--- src/rtl/preemph_pkg.sv ---
// Shared helpers for the pre-emphasis FIR: accumulator sizing, signed
// saturation and the reset-time identity coefficient set.
package preemph_pkg;

  localparam int MAX_TAPS = 8;

  // Identity filter: c[0]=1, every other tap 0.
  localparam int IDENT_COEF [MAX_TAPS] = '{1, 0, 0, 0, 0, 0, 0, 0};

  typedef struct packed {
    logic               clipped;
    logic signed [63:0] val;
  } sat_res_t;

  function automatic int acc_w(input int data_w, input int coef_w, input int ntaps);
    return data_w + coef_w + $clog2(ntaps);
  endfunction

  // Clamp v into the signed range of an out_w-bit word; val stays 64-bit wide
  // so callers truncate to their own output width.
  function automatic sat_res_t sat_signed(input logic signed [63:0] v,
                                          input int unsigned out_w);
    sat_res_t           r;
    logic signed [63:0] hi;
    logic signed [63:0] lo;
    hi = (64'sd1 <<< (out_w - 1)) - 64'sd1;
    lo = -(64'sd1 <<< (out_w - 1));
    r.clipped = 1'b1;
    if (v > hi) begin
      r.val = hi;
    end else if (v < lo) begin
      r.val = lo;
    end else begin
      r.val     = v;
      r.clipped = 1'b0;
    end
    return r;
  endfunction

endpackage

--- src/rtl/preemph_coef_bank.sv ---
// Double-buffered coefficient storage: writes land in a shadow bank, and a
// commit copies the whole shadow bank into the active bank on one edge.
module preemph_coef_bank
  import preemph_pkg::*;
#(
  parameter int COEF_W = 3,
  parameter int NTAPS  = 3
) (
  input  logic                     clk,
  input  logic                     rst,
  input  logic                     coef_wr,
  input  logic [$clog2(NTAPS)-1:0] coef_idx,
  input  logic signed [COEF_W-1:0] coef_data,
  input  logic                     coef_commit,
  output logic signed [COEF_W-1:0] coef [NTAPS]
);

  logic signed [COEF_W-1:0] shadow [NTAPS];

  // Commit reads shadow before this edge's write lands, so a simultaneous
  // write/commit copies the old value and keeps the new one in shadow.
  always_ff @(posedge clk or posedge rst) begin
    if (rst) begin
      for (int unsigned k = 0; k < NTAPS; k++) begin
        shadow[k] <= COEF_W'(IDENT_COEF[k]);
        coef[k]   <= COEF_W'(IDENT_COEF[k]);
      end
    end else begin
      for (int unsigned k = 0; k < NTAPS; k++) begin
        if (coef_commit) coef[k] <= shadow[k];
        if (coef_wr && (32'(coef_idx) == k)) shadow[k] <= coef_data;
      end
    end
  end

endmodule

--- src/rtl/preemph_fir.sv ---
// Direct-form pre-emphasis FIR with shadowed coefficients, full-precision
// accumulation, post-shift saturation and a single-cycle registered output.
module preemph_fir
  import preemph_pkg::*;
#(
  parameter int DATA_W = 13,
  parameter int COEF_W = 3,
  parameter int NTAPS  = 3,
  parameter int OUT_W  = 13,
  parameter int SHIFT  = 0
) (
  input  logic                     clk,
  input  logic                     rst,
  input  logic                     in_valid,
  input  logic signed [DATA_W-1:0] in_data,
  input  logic                     clr_hist,
  input  logic                     bypass,
  input  logic                     coef_wr,
  input  logic [$clog2(NTAPS)-1:0] coef_idx,
  input  logic signed [COEF_W-1:0] coef_data,
  input  logic                     coef_commit,
  output logic                     out_valid,
  output logic signed [OUT_W-1:0]  out_data,
  output logic                     sat_flag
);

  localparam int ACC_W = acc_w(DATA_W, COEF_W, NTAPS);

  logic signed [COEF_W-1:0] coef [NTAPS];
  logic signed [DATA_W-1:0] hist [NTAPS-1];
  logic signed [DATA_W-1:0] xk;
  logic signed [ACC_W-1:0]  acc;
  logic signed [63:0]       pre;
  sat_res_t                 sr;

  preemph_coef_bank #(
    .COEF_W(COEF_W),
    .NTAPS (NTAPS)
  ) u_bank (
    .clk        (clk),
    .rst        (rst),
    .coef_wr    (coef_wr),
    .coef_idx   (coef_idx),
    .coef_data  (coef_data),
    .coef_commit(coef_commit),
    .coef       (coef)
  );

  // A clear arriving with a sample makes this output see an all-zero history.
  always_comb begin
    xk  = '0;
    acc = ACC_W'(coef[0]) * ACC_W'(in_data);
    for (int unsigned k = 1; k < NTAPS; k++) begin
      xk  = clr_hist ? '0 : hist[k-1];
      acc = acc + ACC_W'(coef[k]) * ACC_W'(xk);
    end
    pre = bypass ? 64'(in_data) : 64'(acc >>> SHIFT);
    sr  = sat_signed(pre, OUT_W);
  end

  always_ff @(posedge clk or posedge rst) begin
    if (rst) begin
      out_valid <= 1'b0;
      out_data  <= '0;
      sat_flag  <= 1'b0;
      for (int unsigned k = 0; k < NTAPS - 1; k++) hist[k] <= '0;
    end else begin
      out_valid <= in_valid;
      if (in_valid) begin
        out_data <= OUT_W'(sr.val);
        sat_flag <= sr.clipped;
      end
      if (in_valid)      hist[0] <= in_data;
      else if (clr_hist) hist[0] <= '0;
      for (int unsigned k = 1; k < NTAPS - 1; k++) begin
        if (in_valid)      hist[k] <= clr_hist ? '0 : hist[k-1];
        else if (clr_hist) hist[k] <= '0;
      end
    end
  end

endmodule
--- config.mk ---
export PLATFORM = sky130hd
export DESIGN_NAME = preemph_fir
export DESIGN_NICKNAME = d
export VERILOG_FILES = /design/src/rtl/preemph_pkg.sv /design/src/rtl/preemph_coef_bank.sv /design/src/rtl/preemph_fir.sv
export SDC_FILE = /design/constraint.sdc
export NUM_CORES = 1
export LEC_CHECK = 0
export CAP_MARGIN = 20
export CORE_MARGIN = 10
export CORE_UTILIZATION = 60
export CTS_CLUSTER_SIZE = 10
export DETAILED_ROUTE_END_ITERATION = 8
export PLACE_DENSITY = 0.8
export SYNTH_ARGS = -nofsm -noshare
export SYNTH_HDL_FRONTEND = slang
export SYNTH_SLANG_ARGS = --single-unit
export TNS_END_PERCENT = 1
--- constraint.sdc ---
create_clock -name clk -period 7 [get_ports clk]
set_input_delay 1.4 -clock clk [delete_from_list [all_inputs] [get_ports clk]]
set_output_delay 1.4 -clock clk [all_outputs]
set_load 0.005 [all_outputs]
# Word level (Yosys, flattened, before mapping)
# Cells that the tools add are included.
[op_classes]
add_sub_neg = 2
multipliers = 3
n_lt_le_gt_ge = 2
eq_ne = 2
n_mux = 9
reduce_logical = 4
[ops]
columns = ["op", "count"]
rows = [
  ["$mux 13", 6],
  ["$gt 64x13->1 const B", 1],
  ["$lt 64x13->1 const B", 1],
  ["$mux 64", 1],
  ["$mul 3x13->16", 3],
  ["$add 17x16->18", 1],
  ["$add 16x16->17", 1],
  ["$logic_and 1x1->1", 3],
  ["$eq 2x1->1 const B", 1],
  ["$eq 2x2->1 const B", 1],
  ["$logic_not 2->1", 1],
  ["$mux 1", 2],
]
[totals]
reg_bits = 59
inputBits = 25
out_inout_bits = 15

# Longest topological paths before layout
# Gate-level depths: netlist (run 1).
[logic_depth]
depth_word = 8
ltp_mapped = 24
mapped_depth_nobuf = 20

# By module
# A second synthesis (run 1) with hierarchy kept.
[hier_totals]
cells_unflattened = 688
area_unflattened_um2 = 6890.4
[modules_own_cells]
columns = ["mod", "n_inst", "cells_per_inst", "area_each_um2", "seq_area_each_um2"]
rows = [
  ["preemph_fir", 1, 647, 6198.4, 1026.0],
  ["preemph_coef_bank", 1, 41, 691.9, 452.9],
]

# Worst setup path before layout (run 1)
# OpenSTA, ideal clock, no wires.
[synth_timing]
kind = "input -> register"
start = "input port clr_hist"
end = "register sat_flag"
setup_time_ps = 119
t_arrival_ps = 6820
required_ps = 6881
path_slack_ps = 62
path_stages = 19
n_path_buf = 3
cell_sequence = "clkbuf_1 nor2b_1 clkbuf_1 and2_1 fa_1 fa_1 fa_1 fa_1 ha_1 ha_1 a211o_1 a311o_1 a21oi_2 o21bai_2 xnor2_1 or2_2 o41a_1 buf_6 a21bo_1"
[synth_between]
elab_chain_len = 8
elab_cells_between_ends = 11
classes_between = "2 x add/sub; 2 x mul; 2 x order compare; 5 x mux"
[synth_lines]
columns = ["element", "line", "source"]
rows = [
  ["from (decl)", "preemph_fir.sv:16", "input logic clr_hist,"],
  ["$mux 13", "-", ""],
  ["$mul 3x13->16", "preemph_fir.sv:55", "acc = acc + ACC_W'(coef[k]) * ACC_W'(xk);"],
  ["$add 16x16->17", "preemph_fir.sv:55", ""],
  ["$add 17x16->18 (*)", "preemph_fir.sv:55", ""],
  ["$mux 64 (*)", "preemph_fir.sv:57", "pre = bypass ? 64'(in_data) : 64'(acc >>> SHIFT);"],
  ["$lt 64x13->1", "preemph_pkg.sv:31", "end else if (v < lo) begin"],
  ["$mux 1", "preemph_pkg.sv:31", ""],
  ["$mux 1 (*)", "preemph_pkg.sv:29", "if (v > hi) begin"],
  ["to (signal assigned)", "preemph_fir.sv:71", "sat_flag <= sr.clipped;"],
  ["to (decl)", "preemph_fir.sv:24", "output logic sat_flag"],
]
# Mark *: on every way between the ends. The rest lies on a longest branch, timed or not.
# A chain may end at the register's enable or synchronous reset.

# Worst setup path in the final report (run 1)
# Same ends and word-level chain as after synthesis.

==> results of run 1 <==
-- area by class of cell --
| type | instances | share of cell area |
|---|---|---|
| Multi-Input combinational cell | 490 | 0.604 |
| Sequential cell | 59 | 0.190 |
| Timing Repair Buffer | 98 | 0.113 |
| Inverter | 92 | 0.0443 |
| Tap cell | 140 | 0.0225 |
| Clock buffer | 9 | 0.0159 |
| Clock inverter | 7 | 0.0106 |
-- registers in the layout, indices dropped and copies added (netlist names) --
| name | flops |
|---|---|
| hist | 26 |
| out_data | 13 |
| u_bank.coef | 9 |
| u_bank.shadow | 9 |
| out_valid | 1 |
| sat_flag | 1 |
-- Yosys cell counts (3+ instances only) --
cell type   n
a21o_1     10
a21oi_1    30
a31oi_1     3
and2_1     57
clkbuf_1   23
dfrtp_1    57
fa_1       98
ha_1       40
inv_1      91
mux2_2     17
mux2i_1    16
nand2_1    72
nand2b_1   11
nand3_1     6
nand3b_1    3
nor2_1     33
nor2b_1     6
o211a_1     3
o21ai_0    26
o221ai_1    3
o221ai_2    9
xnor2_1    10
xor2_1      9
-- what timing repair did --
item                                   4_1_cts  5_1_grt
buffers inserted                             0        1
endpoints found under the hold margin        0        0
setup endpoints to repair                    1       13
pin swaps                                    0        0
gates resized for setup                      1        6
gates cloned                                 0        0
-- worst paths after layout --
check | cells past startpoint | slack, ns | endpoint
min in group asynchronous | 3 | 1.57 | hist[0]$_DFF_PP0_
hold / removal | 2 | 0.50 | u_bank.coef[8]$_DFFE_PP0P_
setup reg to reg | 16 | 1.01 | sat_flag$_DFFE_PP0P_
max in group asynchronous | 3 | 4.93 | hist[23]$_DFF_PP0_
setup / recovery | 19 | 0.35 | sat_flag$_DFFE_PP0P_
hold reg to reg | 2 | 0.50 | u_bank.coef[8]$_DFFE_PP0P_
-- cells by family after synthesis --
| group | share of synthesized area |
|---|---|
| buf+inv | 0.0691 |
| flops | 0.223 |
| mux | 0.0530 |
| compound gates | 0.107 |
| xor+xnor | 0.0251 |
| simple gates | 0.151 |
| fa+ha+maj | 0.372 |
-- layer usage --
metal,track usage,wire (um),vias to the layer above
met5,0,0,-
met4,0.0454,156,0
met3,0.0646,1200,14
li1,-,-,2320
met2,0.341,7740,181
met1,0.270,6930,2568
-- stage by stage --
step / setup slack (ns) / hold slack (ns) / TNS [ns]
after CTS: -0.00355 / 0.504 / -0.00355
after floorplan: 0.0616 / 0.448 / 0
after global routing: 0.106 / 0.539 / 0
final: 0.346 / 0.502 / 0
after global placement: -0.244 / 0.470 / -2.81
after detailed placement: -0.391 / 0.481 / -4.33
-- critical path: cells and delay by family --
kind | cells | cell delay, ns
AO/OA/AOI/OAI | 7 | 1.70
XOR/XNOR | 1 | 0.14
adder cells (fa/ha/maj) | 6 | 2.61
buffers and inverters | 4 | 0.76
AND/OR/NAND/NOR | 1 | 0.28
==> impl_metrics.ini, run 1 <==
[clock_tree]
clk_pin_slew_ns = 0.08
postCtsHoldBufs = 0
cts_made_buffers = 9
cts.sinks = 59
cts-root-buf = clkbuf_8
cts.path.max_buffers = 2
h-tree-depth = 3
clkLatencyLatePin_ns = 0.37
cts_tree = built

[floorplan]
dieArea_um2 = 15700
chipWidth_um = 125
rows = 38
die_h_um = 125
start_util = 0.611
core_um2 = 10800
ios = 40

[place]
dpl-instance-area_um2 = 7560
place_congestion = 0.945
dp_cells = 878
hpwlAfterDp_mm = 12.6
port_buffers = 39

[critical_path]
worst_path_most_repeated_cell = fa_1
crit_path_start = clr_hist
worstSetupStartpointType = primary input
end_kind = flip-flop
worstPathRequired_ns = 7.26
arrival_ns = 6.91
reg2reg_from = u_bank.coef[5]$_DFFE_PP0P_
cp_slowest_stage_delay_ns = 0.52
cpMaxStageDelayCell = fa_1
critical_path.max_fanout = 10
path_class = primary input to flip-flop
worstPathCellList = dlymetal6s2s_1 -> inv_2 -> buf_4 -> a21oi_1 -> fa_1 -> fa_1 -> fa_1 -> fa_1 -> ha_1 -> ha_1 -> a211o_1 -> a311o_1 -> a21oi_2 -> o21bai_2 -> xnor2_1 -> or2_2 -> o41a_1 -> buf_4 -> a21bo_1

[cells_and_area]
n_antenna_cell = 0
area_growth_syn_to_layout_pct = 17.6
multi_input_area_um2 = 4710
final_cell_mix = fa_1 (98), inv_1 (90), nand2_1 (72), and2_1 (57), dfrtp_1 (57)
fillers = 779
seq_area_um2 = 1480
final_common_cell = fa_1
fin_area_um2 = 7790
drive_gt1_frac = 0.156
nNetsFinal = 913
stdcell_count = 895
fin_util = 0.719

[synth]
seq_area_frac_synth = 0.223
netlist_top_cells_area = fa_1 (30%), dfrtp_1 (22%), ha_1 (7.6%)
synth.cell_area_um2 = 6630
synth_top_area_frac = 0.296
synthArstFlopShare = 1.00
synth_cells = 668
synth-seq-cells = 59
syn-num-nets = 831
synth_edf_count = 0
synthDistinctLibCells = 48
syn_area_per_cell_um2 = 9.92
yosysTopAreaCell = fa_1
ys.flop_type = dfrtp_1
yosysWarningCount = 0

[sta]
min_period_ns = 6.65
hold_viol_final = 0
rsz0062_at_grt = no
finalCritPeriodShare = 0.951
max_slew.worst_pin.slew_ns = 0.998
relSlewSlack = 0.333
finClkSkew_ns = 0.00783
finalMaxSlewViolations = 0
setup-violations-final = 0
fmax_mhz = 150

[routing]
wl_mm = 16.0
drt_iter0_drc = 379
final_antenna_net_count = 0
first_pass_iters = 5
drc = 0
vias_per_cell = 5.68
routedWlPerCell_um = 17.9
vias = 5083

[global_routing]
grt_usage = 0.210
grt_max_degree = 60
grt_pass1_vias = 5466
grt_pass1_wl_mm = 27.1
grt_overflow = 0
antenna_found_initial = 0

[min_path]
worstHoldStart = u_bank.shadow[8]$_DFFE_PP0P_
hold_path.class = flip-flop to flip-flop

[status]
outcome = finished clean

[flow_run]
drv_cap = 0
Power of run 1 is left out: the tool's default activity adds up to more than one toggle a clock period on the data nets, which glitch-free logic cannot reach.
==> inputs of run 2 (changes only) <==
- CTS_CLUSTER_DIAMETER: unset -> 150
==> results of run 2 <==
The final DEF is identical to that of run 1; final timing and power are the same.
Power of run 2 is left out for the same reason.
